$ cat src/rtl/spimemory_master.sv
// SPI master for the spimemory slave: sequences one byte read or write per request.
// The frame is 7 address bits, an R/W bit, then write data or turnaround periods and read data.
module spimemory_master #(
    parameter int CLKDIV    = 4,
    parameter int READ_WAIT = 4,
    parameter int CS_IDLE   = 1
) (
    input  logic       clk,
    input  logic       reset,
    input  logic       req_valid,
    output logic       req_ready,
    input  logic       req_rw,
    input  logic [6:0] req_addr,
    input  logic [7:0] req_wdata,
    output logic       rsp_valid,
    output logic [7:0] rsp_rdata,
    output logic       busy,
    output logic       sclk_pin,
    output logic       cs_pin,
    output logic       mosi_pin,
    input  logic       miso_pin
);

    localparam int CNT_MAX = (READ_WAIT > 8) ? ((READ_WAIT > CS_IDLE) ? READ_WAIT : CS_IDLE)
                                             : ((CS_IDLE > 8) ? CS_IDLE : 8);
    localparam int BIT_W = $clog2(CNT_MAX);
    localparam int DIV_W = $clog2(2 * CLKDIV);

    localparam logic [DIV_W-1:0] HALF_LAST = DIV_W'(CLKDIV - 1);
    localparam logic [DIV_W-1:0] PER_LAST  = DIV_W'(2 * CLKDIV - 1);
    localparam logic [BIT_W-1:0] WAIT_LAST = BIT_W'((READ_WAIT > 0) ? READ_WAIT - 1 : 0);
    localparam logic [BIT_W-1:0] GAP_LAST  = BIT_W'(CS_IDLE - 1);
    localparam logic [BIT_W-1:0] ADDR_LAST = BIT_W'(6);
    localparam logic [BIT_W-1:0] BYTE_LAST = BIT_W'(7);

    typedef enum logic [2:0] {
        S_IDLE, S_ADDR, S_RW, S_WDATA, S_WAIT, S_RDATA, S_GAP
    } state_t;

    state_t           state_q, state_d;
    logic [DIV_W-1:0] div_q, div_d;
    logic [BIT_W-1:0] bit_q, bit_d;
    logic             sclk_q, sclk_d;
    logic             cs_q, cs_d;
    logic             mosi_q, mosi_d;
    logic             rsp_valid_q, rsp_valid_d;
    logic [7:0]       rsp_rdata_q, rsp_rdata_d;
    logic             ready_q, ready_d;
    logic [14:0]      tx_q, tx_d;
    logic [7:0]       rx_q, rx_d;
    logic             rw_q, rw_d;

    logic half_end, per_end;

    always_comb begin
        state_d     = state_q;
        div_d       = div_q;
        bit_d       = bit_q;
        sclk_d      = sclk_q;
        cs_d        = cs_q;
        mosi_d      = mosi_q;
        rsp_valid_d = 1'b0;
        rsp_rdata_d = rsp_rdata_q;
        tx_d        = tx_q;
        rx_d        = rx_q;
        rw_d        = rw_q;
        half_end    = (div_q == HALF_LAST);
        per_end     = (div_q == PER_LAST);

        case (state_q)
            S_IDLE: begin
                if (req_valid) begin
                    state_d = S_ADDR;
                    cs_d    = 1'b0;
                    mosi_d  = req_addr[6];
                    tx_d    = {req_addr[5:0], req_rw, req_wdata};
                    rw_d    = req_rw;
                    div_d   = '0;
                    bit_d   = '0;
                end
            end
            default: begin
                div_d = per_end ? '0 : div_q + DIV_W'(1);
                // sclk never toggles in GAP so cs high always sees sclk low
                if (half_end && state_q != S_GAP) begin
                    sclk_d = 1'b1;
                    if (state_q == S_RDATA) rx_d = {rx_q[6:0], miso_pin};
                end
                if (per_end) begin
                    sclk_d = 1'b0;
                    bit_d  = bit_q + BIT_W'(1);
                    case (state_q)
                        S_ADDR: begin
                            mosi_d = tx_q[14];
                            tx_d   = {tx_q[13:0], 1'b0};
                            if (bit_q == ADDR_LAST) begin
                                state_d = S_RW;
                                bit_d   = '0;
                            end
                        end
                        S_RW: begin
                            bit_d = '0;
                            if (rw_q) begin
                                mosi_d  = 1'b0;
                                state_d = (READ_WAIT == 0) ? S_RDATA : S_WAIT;
                            end else begin
                                mosi_d  = tx_q[14];
                                tx_d    = {tx_q[13:0], 1'b0};
                                state_d = S_WDATA;
                            end
                        end
                        S_WDATA: begin
                            if (bit_q == BYTE_LAST) begin
                                state_d     = S_GAP;
                                bit_d       = '0;
                                cs_d        = 1'b1;
                                mosi_d      = 1'b0;
                                rsp_valid_d = 1'b1;
                            end else begin
                                mosi_d = tx_q[14];
                                tx_d   = {tx_q[13:0], 1'b0};
                            end
                        end
                        S_WAIT: begin
                            if (bit_q == WAIT_LAST) begin
                                state_d = S_RDATA;
                                bit_d   = '0;
                            end
                        end
                        S_RDATA: begin
                            if (bit_q == BYTE_LAST) begin
                                state_d     = S_GAP;
                                bit_d       = '0;
                                cs_d        = 1'b1;
                                rsp_valid_d = 1'b1;
                                rsp_rdata_d = rx_q;
                            end
                        end
                        S_GAP: begin
                            if (bit_q == GAP_LAST) begin
                                state_d = S_IDLE;
                                bit_d   = '0;
                            end
                        end
                        default: ;
                    endcase
                end
            end
        endcase

        ready_d = (state_d == S_IDLE);
    end

    always_ff @(posedge clk) begin
        if (reset) begin
            state_q     <= S_IDLE;
            div_q       <= '0;
            bit_q       <= '0;
            sclk_q      <= 1'b0;
            cs_q        <= 1'b1;
            mosi_q      <= 1'b0;
            rsp_valid_q <= 1'b0;
            rsp_rdata_q <= '0;
            ready_q     <= 1'b1;
        end else begin
            state_q     <= state_d;
            div_q       <= div_d;
            bit_q       <= bit_d;
            sclk_q      <= sclk_d;
            cs_q        <= cs_d;
            mosi_q      <= mosi_d;
            rsp_valid_q <= rsp_valid_d;
            rsp_rdata_q <= rsp_rdata_d;
            ready_q     <= ready_d;
        end
    end

    // Shift registers and captured request carry no reset; they are loaded before use
    always_ff @(posedge clk) begin
        tx_q <= tx_d;
        rx_q <= rx_d;
        rw_q <= rw_d;
    end

    assign req_ready = ready_q;
    assign busy      = ~ready_q;
    assign rsp_valid = rsp_valid_q;
    assign rsp_rdata = rsp_rdata_q;
    assign sclk_pin  = sclk_q;
    assign cs_pin    = cs_q;
    assign mosi_pin  = mosi_q;

endmodule

$ cat config.mk
export PLATFORM = sky130hd
export DESIGN_NAME = spimemory_master
export DESIGN_NICKNAME = d
export VERILOG_FILES = /design/src/rtl/spimemory_master.sv
export SDC_FILE = /design/constraint.sdc
export NUM_CORES = 1
export LEC_CHECK = 0
export CORE_MARGIN = 2
export CORE_UTILIZATION = 45
export DETAILED_ROUTE_END_ITERATION = 6
export GPL_TIMING_DRIVEN = 0
export PLACE_DENSITY = 0.7
export SYNTH_ARGS = -nofsm -noshare
export SYNTH_HDL_FRONTEND = slang
export SYNTH_SLANG_ARGS = --single-unit
$ cat constraint.sdc
create_clock -name clk -period 3.98 [get_ports clk]
set_input_delay 0.398 -clock clk [delete_from_list [all_inputs] [get_ports clk]]
set_output_delay 0.398 -clock clk [all_outputs]
set_load 0.005 [all_outputs]
Word-level counts from Yosys, hierarchy flattened
Cells that the tools add are included.
- add/sub/neg operators: 2
- equal/unequal tests: 15
- muxes and demuxes: 39
- bitwise operators: 4
- reduce and logical (&&, ||, !) cells: 19
- operators with widths (cell ; number):
    2-to-1 mux 15 bit ; 5
    2-to-1 mux 3 bit ; 17
    one-hot mux 15 bit (3 select lines) ; 1
    one-hot mux 3 bit (5 select lines) ; 2
    == test 3 bit, second input constant ; 6
    2-to-1 mux 1 bit ; 13
    == test 3 x 2 -> 1 bit, second input constant ; 4
    zero test 3 bit ; 3
    != test 3 bit, second input constant ; 3
    AND reduction 4 bit ; 2
    nonzero test 2 bit ; 4
    adder 3 x 1 -> 3 bit, second input constant ; 2
    AND reduction 2 bit ; 3
    AND reduction 3 bit ; 2
    AND reduction 5 bit ; 1
    inverter 1 bit ; 4
    nonzero test 4 bit ; 1
    OR reduction 4 bit ; 1
    == test 3 x 1 -> 1 bit, second input constant ; 1
    one-hot mux 1 bit (3 select lines) ; 1
    != test 2 bit, second input constant ; 1
    OR reduction 2 bit ; 1
    logical AND 1 bit ; 1
- flip-flop bits (word level): 46
- input port bits: 20
- output and inout port bits: 14
- word-level logic and storage cells: 91

Longest topological paths before layout
- depth after elaboration: 6
- mapped depth: 8
- gate-level depth less buffers: 7

Least setup slack after synthesis
Ideal clock, no wire load.
- kind: flip-flop to flip-flop
- start point: reg bit_q[1]
- end point: reg tx_q[0] (enable)
- library setup time: 411 ps
- arrival time: 2271 ps
- data required time: 3569 ps
- path slack: 1298 ps
- stages on the path, launching flop included: 5
- path buffers: 0
- period minus slack after synthesis: 2682 ps
- path through: dfxtp_1 > ha_1 > ha_1 > mux2_2 > a211oi_1
- longest elaborated chain between the ends: 3
- ends and longest elaborated chain (item ; line ; text):
    start: declaration ; 42 ; logic [BIT_W-1:0] bit_q, bit_d;
    start signal: assignment ; 168 ; bit_q <= bit_d;
    == test 3 bit ; 113 ; if (bit_q == BYTE_LAST) begin
    != test 3 bit (no source line) ; n/a ;
    AND reduction 5 bit (no source line) ; n/a ;
    end signal: assignment ; 180 ; tx_q <= tx_d;
    end: declaration ; 49 ; logic [14:0] tx_q, tx_d;
Every way passes these cells.
A chain may end at the register's enable or synchronous reset.

Worst setup path after layout
- start point: reg div_q[0]
- end point: reg tx_q[10] (enable)
- longest elaborated chain between the ends: 3
- ends and longest elaborated chain (item ; line ; text):
    start: declaration ; 41 ; logic [DIV_W-1:0] div_q, div_d;
    start signal: assignment ; 167 ; div_q <= div_d;
    == test 3 bit ; 68 ; per_end = (div_q == PER_LAST);
    nonzero test 2 bit (no source line) ; n/a ;
    AND reduction 5 bit (no source line) ; n/a ;
Every way passes these cells.

==> results.md <==
* Relative slew slack at 0.651
* RSZ-0062 raised after global routing: false
* Slew @ Worst Pin at 524 ps
* XOR/XNOR Fraction of Synth Area at 0
* Register area at about 1200 µm²
* Ys async rst share at 0
* Routed WL at 4200 µm
* Post-DP Area at 2560 µm²
* 1st-pass router iterations at 4
* Worst Skew at 4.58 ps
* Final setup violation count at 0
* Number of buffers created by CTS at 5
* Final period util at 0.562
* PwrDens at 351 nW/µm²
* Top cells by count, synth: nand2_1 (48), edfxtp_1 (24), dfxtp_1 (22)
* Biggest area consumer among synthesized cells: edfxtp_1
* Drt drc at 0
* Ports at 34
* Total GRT Usage at 0.169
* Post-synthesis sequential area ratio at 0.540
* Nets at about 290
* Leak at 0.00103 µW
* Die X at around 73 µm
* Antenna violations before repair at 0
* Largest net degree at the start of global routing at 15
* Synth-to-Final Area Change at 23.9%
* Critical Path Start Type: register
* Final Slew Violations at 0
* TNS Setup at 0 ps
* CTS tree: built
* Top delay family on crit path: buffers and inverters
* Area of the multi-input gates at 878 µm²
* Post-synthesis simple-gate area fraction at 0.198
* Via count at ~1.7k
* Number of buffers inserted by port buffering at 33
* Post-Syn Instances at 218
* Antenna Cells at 0
* Final Power at 936 µW
* Dpl hpwl at ~3000 µm
* Fin. Hold Viols at 0
* Crit path cell chain: ha_1 > ha_1 > clkbuf_1 > mux2i_1 > a211oi_2 > buf_4
* CP max stage delay at 400 ps
* Post-route cell area at approximately 2700 µm²
* Root Driver: clkbuf_8
* DIE AREA at 5350 µm²
* Fill cells at about 420
* Worst min path class: register to register
* Syn Nets at 247
* Core area at 4660 µm²
* Compound-Gate Fraction of Synth Area at 0.103
* Fin util at 0.572
* Multiplexer share of the synthesized area at 0.0523
* Critical path type: register to register
* Remaining Overflow, GRT at 0
* Worst path required time at 3990 ps
* Post-synth EDFFs at 24
* CP Data Arrival Time at 2240 ps
* Slowest-stage cell, CP: a211oi_2
* Post-CTS Setup Bufs at 0
* Syn Area/Cell at between 9 and 10 µm²
* Status: complete, no violations
* Post-Syn Area at about 2200 µm²
* Global-route wire length before repair at 7040 µm
* Largest family of logic cells by synthesized area: simple AND/OR/NAND/NOR gates
* Max Clk Rate at 0.447 GHz
* Share of the synthesized area in the top cell type at 0.335
* Yosys warns at 0
* CP bufs+invs at 2
* Die Ht at 73.2 µm
* Max VDD drop at 0.000207 V
* Top cells by area, synth: edfxtp_1 (33%), dfxtp_1 (20%), nand2_1 (8.4%)
* Vias in the first global route at 1544
* Routed WL per cell at around 13 µm
* Initial drt markers at 77
* CP Capture Type: register
* Fin crit period at 2240 ps
* Synthesized flop and latch total at 46
* Max Cap Viol at 0
* Clock buffer depth at 2
* FP Rows at 25
* CTS clk-pin slew, worst paths at 80 ps
* Layout cells sized above 1 at 0.0808
* GP Congestion at 0.926
* Post-Synth Adder-Cell Area at 0.0523
* Cell with the most instances after synthesis: nand2_1
* Initial core utilization at 0.462
* CTS HTree Levels at 2
* Hold buffer count at CTS at 0
* Library cells used by synthesis at 40
* Post-synth top flop: edfxtp_1
* Routed Antenna Nets at 0
* CTS resizes at 0
* Crit Path Max Fanout at 12
* Clock Sinks at between 40 and 50
* CP most frequent cell: ha_1
* Latest clock arrival within the worst-skew pair at 300 ps
* Via density at 5.33
[worst paths after layout]
path	start	end	slack, ps	cells after the start
setup / recovery	div_q[0]	tx_q[10]	1740	6
hold / removal	rx_q[0]	rx_q[1]	460	0
setup reg to reg	div_q[0]	tx_q[10]	1740	6
hold reg to reg	rx_q[0]	rx_q[1]	460	0
[logic make-up after synthesis]
group,Yosys count
simple gates,94
flops,46
compound gates,32
buf+inv,26
mux,11
fa+ha+maj,9
[report_power, final]
part	total [µW]	switching (µW)	internal (µW)
combinational	93.1	49.3	43.8
clock	315	155	160
sequential	528	7.51	521
total	936	212	724
[sequential cells by signal, indices dropped and copies added, names as in the netlist]
register   flops
rsp_rdata      8
bit_q          3
rw_q           1
rx_q           8
state_q        3
cs_pin         1
rsp_valid      1
div_q          3
sclk_pin       1
req_ready      1
tx_q          15
mosi_pin       1
[metrics by stage]
step	setup WS (ps)	instances	hold WS, ps
2_1_floorplan	1300	218	426
3_3_place_gp	606	305	434
3_5_place_dp	1770	306	437
4_1_cts	1740	314	460
5_1_grt	1610	314	467
6_report	1740	314	460
[routing by layer]
metal | GRT usage | part of all wire | vias up
met4 | 0.0391 | 0.0086 | 0
li1 | - | - | 833
met2 | 0.251 | 0.45 | 69
met1 | 0.243 | 0.47 | 767
met3 | 0.0511 | 0.070 | 6
met5 | 0 | 0 | -
[placed cells by master (no fill, tap or decap), drive strengths merged, types with 3 or more instances in the layout]
master / n
a211oi: 3
ha: 9
clkbuf: 14
nand2b: 3
and2: 3
nand2: 48
clkdlybuf4s50: 33
o21ai: 7
nor2b: 6
dfxtp: 22
inv: 12
a21oi: 4
edfxtp: 24
nor3: 5
a31oi: 4
buf: 7
nor2: 19
a22oi: 3
mux2i: 9
[final cells by class]
type,instances,area share
sequential,46,0.435
timing repair buffer,34,0.127
clock buffer,6,0.0352
buffer,14,0.0272
tap,54,0.0253
multi-input combinational,146,0.329
inverter,12,0.0169
clock inverter,2,0.00375
No activity file was read; power rests on OpenSTA's default activity.
